**src/rtl/i2s_dac_tx.sv**
```systemverilog
// rtl/i2s_dac_tx.sv - I2S / left-justified stereo DAC transmitter with one-pair holding register
module i2s_dac_tx #(
  parameter int SAMPLE_W = 16,
  parameter int SLOT_W   = 16,
  parameter int CLK_DIV  = 2,
  parameter int MODE     = 0
) (
  input  logic                clk,
  input  logic                reset,
  input  logic [SAMPLE_W-1:0] left,
  input  logic [SAMPLE_W-1:0] right,
  input  logic                valid,
  output logic                ready,
  output logic                bck,
  output logic                lrck,
  output logic                din,
  output logic                frame_stb,
  output logic                underrun
);

  localparam int NBITS = 2 * SLOT_W;
  localparam int BW    = $clog2(NBITS);
  localparam int DW    = (CLK_DIV > 1) ? $clog2(CLK_DIV) : 1;

  localparam logic [DW-1:0] DIV_LAST = DW'(CLK_DIV - 1);
  localparam logic [BW-1:0] B_LAST   = BW'(NBITS - 1);

  // Serial data bit for frame index idx: MSB first, zero padding past SAMPLE_W.
  // Shifting by p pushes the wanted bit into the MSB; p >= SAMPLE_W shifts it all out.
  function automatic logic bit_of(input logic [BW-1:0] idx,
                                  input logic [SAMPLE_W-1:0] fl,
                                  input logic [SAMPLE_W-1:0] fr);
    logic                ch;
    int                  p;
    logic [SAMPLE_W-1:0] w;
    ch = (int'(idx) >= SLOT_W);
    p  = ch ? int'(idx) - SLOT_W : int'(idx);
    w  = ch ? fr : fl;
    w  = w << p;
    return w[SAMPLE_W-1];
  endfunction

  // Word clock for frame index idx; I2S flips one bit ahead of the slot boundary.
  function automatic logic lrck_of(input logic [BW-1:0] idx);
    logic [BW-1:0] n;
    if (MODE == 0) begin
      n = (idx == B_LAST) ? '0 : idx + 1'b1;
    end else begin
      n = idx;
    end
    return (int'(n) >= SLOT_W);
  endfunction

  logic [DW-1:0]       div_q, div_d;
  logic                bck_q, bck_d;
  logic [BW-1:0]       b_q, b_d;
  logic                lrck_q, lrck_d;
  logic                din_q, din_d;
  logic [SAMPLE_W-1:0] frame_l_q, frame_l_d;
  logic [SAMPLE_W-1:0] frame_r_q, frame_r_d;
  logic [SAMPLE_W-1:0] hold_l_q, hold_l_d;
  logic [SAMPLE_W-1:0] hold_r_q, hold_r_d;
  logic                hold_full_q, hold_full_d;
  logic                stb_q, stb_d;
  logic                urun_q, urun_d;

  logic tick;
  logic fall;
  logic wrap;
  logic accept;

  // Timing events, handshake and next-state for prescaler, bit index, hold and frame.
  always_comb begin
    div_d       = div_q;
    bck_d       = bck_q;
    b_d         = b_q;
    lrck_d      = lrck_q;
    din_d       = din_q;
    frame_l_d   = frame_l_q;
    frame_r_d   = frame_r_q;
    hold_l_d    = hold_l_q;
    hold_r_d    = hold_r_q;
    hold_full_d = hold_full_q;
    stb_d       = 1'b0;
    urun_d      = 1'b0;

    tick = (div_q == DIV_LAST);
    fall = tick && bck_q;
    wrap = fall && (b_q == B_LAST);

    // The hold empties into the frame on a wrap, so it can take a new pair in that same cycle.
    ready  = !reset && (!hold_full_q || wrap);
    accept = valid && ready;

    div_d = tick ? '0 : div_q + 1'b1;
    if (tick) begin
      bck_d = ~bck_q;
    end

    if (wrap) begin
      stb_d = 1'b1;
      if (hold_full_q) begin
        frame_l_d   = hold_l_q;
        frame_r_d   = hold_r_q;
        hold_full_d = 1'b0;
      end else begin
        frame_l_d = '0;
        frame_r_d = '0;
        urun_d    = 1'b1;
      end
    end

    if (accept) begin
      hold_l_d    = left;
      hold_r_d    = right;
      hold_full_d = 1'b1;
    end

    // din and lrck move together with the bit index, on the bck falling edge only.
    if (fall) begin
      b_d    = wrap ? '0 : b_q + 1'b1;
      din_d  = bit_of(b_d, frame_l_d, frame_r_d);
      lrck_d = lrck_of(b_d);
    end
  end

  // State registers with synchronous active-high reset.
  always_ff @(posedge clk) begin
    if (reset) begin
      div_q       <= '0;
      bck_q       <= 1'b0;
      b_q         <= '0;
      lrck_q      <= lrck_of('0);
      din_q       <= 1'b0;
      frame_l_q   <= '0;
      frame_r_q   <= '0;
      hold_l_q    <= '0;
      hold_r_q    <= '0;
      hold_full_q <= 1'b0;
      stb_q       <= 1'b0;
      urun_q      <= 1'b0;
    end else begin
      div_q       <= div_d;
      bck_q       <= bck_d;
      b_q         <= b_d;
      lrck_q      <= lrck_d;
      din_q       <= din_d;
      frame_l_q   <= frame_l_d;
      frame_r_q   <= frame_r_d;
      hold_l_q    <= hold_l_d;
      hold_r_q    <= hold_r_d;
      hold_full_q <= hold_full_d;
      stb_q       <= stb_d;
      urun_q      <= urun_d;
    end
  end

  assign bck       = bck_q;
  assign lrck      = lrck_q;
  assign din       = din_q;
  assign frame_stb = stb_q;
  assign underrun  = urun_q;

endmodule
```
**config.mk**
```make
export PLATFORM = sky130hd
export DESIGN_NAME = i2s_dac_tx
export DESIGN_NICKNAME = d
export VERILOG_FILES = /design/src/rtl/i2s_dac_tx.sv
export SDC_FILE = /design/constraint.sdc
export NUM_CORES = 1
export LEC_CHECK = 0
export CAP_MARGIN = 5
export CORE_MARGIN = 3
export CORE_UTILIZATION = 55
export CTS_CLUSTER_SIZE = 28
export DETAILED_ROUTE_END_ITERATION = 10
export PLACE_DENSITY = 0.79
export SKIP_LAST_GASP = 1
export SLEW_MARGIN = 20
export SYNTH_ARGS = -nofsm -noshare
export SYNTH_HDL_FRONTEND = slang
export SYNTH_SLANG_ARGS = --single-unit
```
**constraint.sdc**
```tcl
create_clock -name clk -period 2.79 [get_ports clk]
set_input_delay 0.558 -clock clk [delete_from_list [all_inputs] [get_ports clk]]
set_output_delay 0.558 -clock clk [all_outputs]
set_load 0.005 [all_outputs]
```
==> summary.txt <==
Outcome
  – Run status: complete, no violations

Drt
  – Metal3 WL: 267 microns
  – Top routing layer used: met4
  – Vias per cell: 5.40
  – DR WL met2: 3200 microns
  – Via count: 2720
  – Drt pass-1 iters: 4
  – Routed wire length: 6910 microns
  – Antenna-violating nets left: 0
  – Routed len/inst: 13.7 microns
  – DRC Markers: 0
  – M1 WL: 3290 microns
  – Initial drt markers: 171

Floorplan
  – # rows: 27
  – I/O pin total: 41
  – Die width: 83.2 microns
  – Die area: 0.00692 sq mm
  – Starting Density: 58.1%
  – Overall die height: 83.2 microns
  – Core box area: 0.00564 sq mm

Yosys
  – Avg Cell Area, Syn: 8.32 sq um
  – Cell count after synthesis: 394
  – Top cell type's share of synthesized area: 46.4%
  – Netlist Area Pre-Place: 0.00328 sq mm
  – Area contributors post-synth: dfxtp_1 (46%), nand2_1 (8.8%), a21oi_1 (6.4%)
  – Post-synth EDFFs: 0
  – Top cells by count, synth: nand2_1 (77), dfxtp_1 (76), a21oi_1 (42)
  – Synth Register Bits: 76
  – Top-count cell post-synth: nand2_1
  – Syn nets: 433
  – Area leader, netlist: dfxtp_1
  – Yosys warning count: 0
  – Count of cell types in the netlist: 42
  – Register area share after synthesis: 46.4%
  – Most used DFF post-synth: dfxtp_1
  – Asr flop ratio synth: 0%

CTS
  – H-tree depth: 3
  – Clock buffer count from CTS: 9
  – CTS tree: built
  – Clock Tree Buf Depth: 2
  – Skew-Pair Late Insertion Delay: 0.35 ns
  – Clock Sinks: 76
  – CTS root buffer: clkbuf_8
  – Setup Buffers After CTS: 0
  – Reg clk slew, reported paths: 0.08 ns
  – Hold_buf cts: 0

Timing
  – Slew Limit Fails: 0
  – Setup TNS: 0 ns
  – Final-report hold violation count: 0
  – Final Worst Setup Slack: 0.109 ns
  – RSZ-0062 raised after global routing: no
  – Least-Margin Pin Slew: 0.702 ns
  – Setup Viol. Count Final: 0
  – Crit share post-route: 96.1%
  – Slew HR: 53.2%
  – Clock period minus worst slack: 2.68 ns
  – Fmax: 373 MHz
  – Clock skew: 0.00693 ns
  – Hold_ws: 0.454 ns

Placed design
  – # port buffers: 40
  – Final RePlAce weighted congestion: 0.908
  – Setup Slack @ Placement: 0.207 ns
  – DP Area: 0.00373 sq mm
  – Hpwl dp: 4630 microns

Critical path
  – Arr. time, crit path: 2.12 ns
  – Slowest-stage cell, CP: clkdlybuf4s50_1
  – CP max stage delay: 0.53 ns
  – Crit Path Category: reg2out
  – Flop2flop setup slack: 0.21 ns
  – CP Launch Type: flop
  – CP Capture Type: primary output
  – Worst-path cell chain: ha_1 -> and3_1 -> ha_1 -> nand2_1 -> a21oi_2 -> clkdlybuf4s50_1
  – Worst-path fanout max: 5
  – CP required: 2.23 ns
  – CP dominant cell by count: ha_1

Power
  – Power per cell area: 531 mW/mm^2
  – Max IR drop VDD: 0.000385 V
  – Total power: 2.08 mW
  – Pleak: 1.33 nW

GRT
  – Vias in the first global route: 2510
  – Pin count of the biggest net entering global routing: 80
  – Gr usage total: 20.5%
  – Grt ovf: 0
  – Global-route wire length before repair: 11600 microns
  – Initial antenna violation count: 0

Final layout
  – Area growth, synth to finish: 19.4%
  – N_diodes: 0
  – Final nets: 466
  – Share of layout cells above drive strength 1: 9.49%
  – Layout Cell Area excl Fill: 0.00392 sq mm

Run
  – MaxCap Viol Count: 0

Min path
  – Hold crit path type: reg2reg
[logic make-up after synthesis]
kind of cell | after synthesis | share of synthesized area, %
buffers and inverters | 36 | 5.15
and+or+nand+nor | 170 | 25.0
AOI/OAI and AO/OA | 93 | 16.2
muxes | 12 | 4.88
xor gates and xnor gates | 3 | 0.801
DFF | 76 | 46.4
adders and majority gates | 4 | 1.53
[critical path, delay by kind of cell (launching register included)]
family	cells	cell delay (ns)
AO/OA/AOI/OAI	1	0.17
adder cells (fa/ha/maj)	2	0.40
flip-flops	1	0.36
AND/OR/NAND/NOR	2	0.31
buffers and inverters	1	0.53
[power by group]
group	internal, mW	switching, mW	leakage (nW)
combinational	0.0929	0.0832	0.614
sequential	1.12	0.0262	0.619
clock	0.350	0.405	0.0937
total	1.57	0.514	1.33
[final timing paths]
kind                     start            to  cells after the start
hold / removal    frame_l_q[1]  frame_l_q[1]                      2
setup / recovery        b_q[1]         ready                      6
hold reg to reg   frame_l_q[1]  frame_l_q[1]                      2
setup reg to reg        b_q[1]           din                      9
[state kept, by name (all words and copies together) (netlist names)]
name         count
b_q              5
bck              1
din              1
div_q            1
frame_l_q       16
frame_r_q       16
frame_stb        1
hold_full_q      1
hold_l_q        16
hold_r_q        16
lrck             1
underrun         1
[per-stage QoR]
step / instances / util (%)
3_3_place_gp: 488 / 66.2
4_1_cts: 504 / 69.3
6_report: 504 / 69.4
3_5_place_dp: 488 / 66.2
5_1_grt: 504 / 69.4
2_1_floorplan: 394 / -
[routing by layer]
metal / vias up / track usage [%]
met5: - / 0
met4: 0 / 9.81
met3: 11 / 4.17
met2: 62 / 31.6
met1: 1227 / 27.4
li1: 1420 / -
[placed cells by master, fill, tap and decap left out, types with 2 or more instances in the layout]
| cell type | netlist | routed |
|---|---|---|
| o21ai_0 | 31 | 31 |
| and2_1 | 2 | 2 |
| nor2_1 | 10 | 10 |
| clkinv_4 | 0 | 2 |
| mux2i_1 | 7 | 7 |
| a21oi_1 | 42 | 41 |
| a31oi_1 | 3 | 3 |
| a221oi_1 | 2 | 2 |
| nor3_1 | 2 | 2 |
| buf_4 | 2 | 14 |
| and3_1 | 2 | 2 |
| a211oi_1 | 3 | 3 |
| nand2b_1 | 33 | 33 |
| nand3_1 | 34 | 34 |
| clkinv_2 | 0 | 2 |
| clkbuf_8 | 0 | 10 |
| a311oi_1 | 2 | 2 |
| o21ai_1 | 2 | 2 |
| nand4b_1 | 2 | 2 |
| nand3b_1 | 2 | 2 |
| o211ai_1 | 2 | 2 |
| mux4_2 | 3 | 3 |
| ha_1 | 4 | 4 |
| dfxtp_1 | 76 | 75 |
| inv_1 | 3 | 3 |
| xnor2_1 | 3 | 3 |
| clkdlybuf4s50_1 | 0 | 39 |
| mux2_2 | 2 | 2 |
| nand2_1 | 77 | 77 |
[area by class of cell]
cell class,instances,area (sq um)
inverter,3,11.3
sequential,76,1520
fill,465,1730
clock inverter,5,36.3
multi-input combinational,282,1590
timing repair buffer,55,520
clock buffer,11,141
tap,72,90.1
[timing repair]
item                                   CTS  global route
endpoints found under the hold margin    0             0
setup endpoints to repair                0             1
resized for setup                        0             2
Note: power is estimated with default switching activity, not from simulation.
==> variant: new RTL, same settings <==
The parameter `MODE` goes from 0 to 1.
--- a/src/rtl/i2s_dac_tx.sv
+++ b/src/rtl/i2s_dac_tx.sv
@@ -3,7 +3,7 @@
   parameter int SAMPLE_W = 16,
   parameter int SLOT_W   = 16,
   parameter int CLK_DIV  = 2,
-  parameter int MODE     = 0
+  parameter int MODE     = 1
 ) (
   input  logic                clk,
   input  logic                reset,
Function: same outputs for any inputs over 10 cycles, from zero or initial values and one cycle with reset high; that may be too few to reach the edited logic, so the function may still have changed.
==> variant against the original RTL <==
Total power is 0.78% higher. Worst setup slack better by 0.042 ns. Worst hold slack better by 0.00096 ns. Utilization is 0.33 points lower. Final area is 1.7% lower. Cell count is 4.2% lower. Die area is 2.0% lower. Via count is 3.3% lower. Sequential cell count is 1 lower. Clock power is 7.9% higher. Wire length is 2.2% lower. Synthesized area is 2.1% lower.
==> variant: results (changes against the original RTL) <==
clock_tree:
  postCtsSetupBuffers: 0  # unchanged
  cts_max_path_buffers: 2  # unchanged
  cts_root_buf: "clkbuf_8"
  clk_pin_slew_ns: 0.07
  cts_max_level: 3  # unchanged
  numCtsBuffers: 9  # unchanged
detailed_routing:
  wl_per_cell_um: 14.0  # +2.1%
  drt_wl_total_um: 6760  # -2.2%
  first_pass_iters: 4  # unchanged
  via_per_inst: 5.45  # +0.93%
  drtIter0Drc: 176  # +2.9%
grt:
  grtUsageTotal_pct: 21.7  # +1.3 points
  grt_pass1_vias: 2375  # -5.4%
  grt_max_degree: 77  # -3.8%
  grt_pass1_wl_um: 11200  # -3.0%
worst_setup_path:
  critPathMaxFanout: 4  # -1
  cp_top_family: "buffers and inverters"
  cp_slowest_stage_delay_ns: 0.51  # -0.02 ns
  arrival_ns: 2.08  # -0.04 ns
logic_synthesis:
  ys.flop_type: "dfxtp_1"
  synth_area_per_cell_um2: 8.51  # +2.3%
  yosysWarnings: 0  # unchanged
  syn-num-nets: 415  # -4.2%
  ys_seq_area_share_pct: 46.8  # +0.39 points
  yosys-top-cells-area: "dfxtp_1 47%, nand2_1 8.9%, nand2b_1 6.4%"
  post_synth_num_cell_types: 35  # -17%
  synthTopCellsByCount: "76 x nand2_1, 75 x dfxtp_1, 39 x a21oi_1"
  async_flop_share_pct: 0  # unchanged
placed_design:
  post-dp-hpwl_um: 4480  # -3.3%
  placed_cell_area_um2: 3650  # -2.3%
  numPlacedInstances: 467  # -4.3%
  gp_congestion: 0.827  # -8.8%
  portBuffers: 40  # unchanged
  pre_cts_slack_ns: 0.313  # +0.106 ns
run_status:
  status: "finished, final reports clean"
power:
  peakVddDrop_uv: 360  # -6.6%
  p_leak_uw: 0.00134  # +0.82%
finish:
  nNetsFinal: 444  # -4.7%
  drive_gt1_share_pct: 8.76  # -0.73 points
  antenna_cells: 0  # unchanged
timing:
  slew_headroom_pct: 56.2  # +3.0 points
  finClkSkew_ns: 0.00445  # -0.00249 ns
## variant: final timing paths
check	startpoint	to	slack, ns	cells past startpoint
hold reg to reg	frame_l_q[0]$_SDFF_PP0_	frame_l_q[0]$_SDFF_PP0_	0.45	2
hold / removal	frame_l_q[0]$_SDFF_PP0_	frame_l_q[0]$_SDFF_PP0_	0.45	2
setup reg to reg	b_q[1]$_SDFFE_PP0P_	din$_SDFFE_PP0P_	0.31	8
setup / recovery	b_q[1]$_SDFFE_PP0P_	ready	0.15	6
## variant: tightest hold or removal path, delay by kind of cell (launching register included)
kind | cells | cell delay, ns
AOI/OAI and AO/OA | 1 | 0.05
DFF | 1 | 0.31
and+or+nand+nor | 1 | 0.05
## variant: metal layers
| layer | GRT usage [%] | up-vias | wire length (um) |
|---|---|---|---|
| met5 | 0 | - | 0 |
| met4 | 8.80 | 0 | 160 |
| met3 | 5.21 | 14 | 311 |
| met2 | 34.6 | 57 | 3240 |
| met1 | 28.3 | 1213 | 3050 |
| li1 | - | 1347 | - |
## variant: where the power goes
part | internal [uW] | switching [uW]
combinational | 82.2 | 68.7
clock | 433 | 382
sequential | 1110 | 23.3
total | 1620 | 474
## variant: logic make-up after synthesis
kind of cell | after synthesis | share of synthesized area [%]
AOI/OAI and AO/OA | 84 | 14.4
DFF | 75 | 46.8
buffers and inverters | 35 | 4.72
muxes | 14 | 7.72
xor gates and xnor gates | 2 | 0.546
adders and majority gates | 3 | 1.17
and+or+nand+nor | 164 | 24.6
## variant: final cells by class
class | count | area, um^2
Tap cell | 72 | 90.1
Timing Repair Buffer | 51 | 490
Multi-Input combinational cell | 267 | 1570
Clock buffer | 11 | 141
Fill cell | 471 | 1720
Sequential cell | 75 | 1500
Inverter | 2 | 7.51
Clock inverter | 5 | 52.6
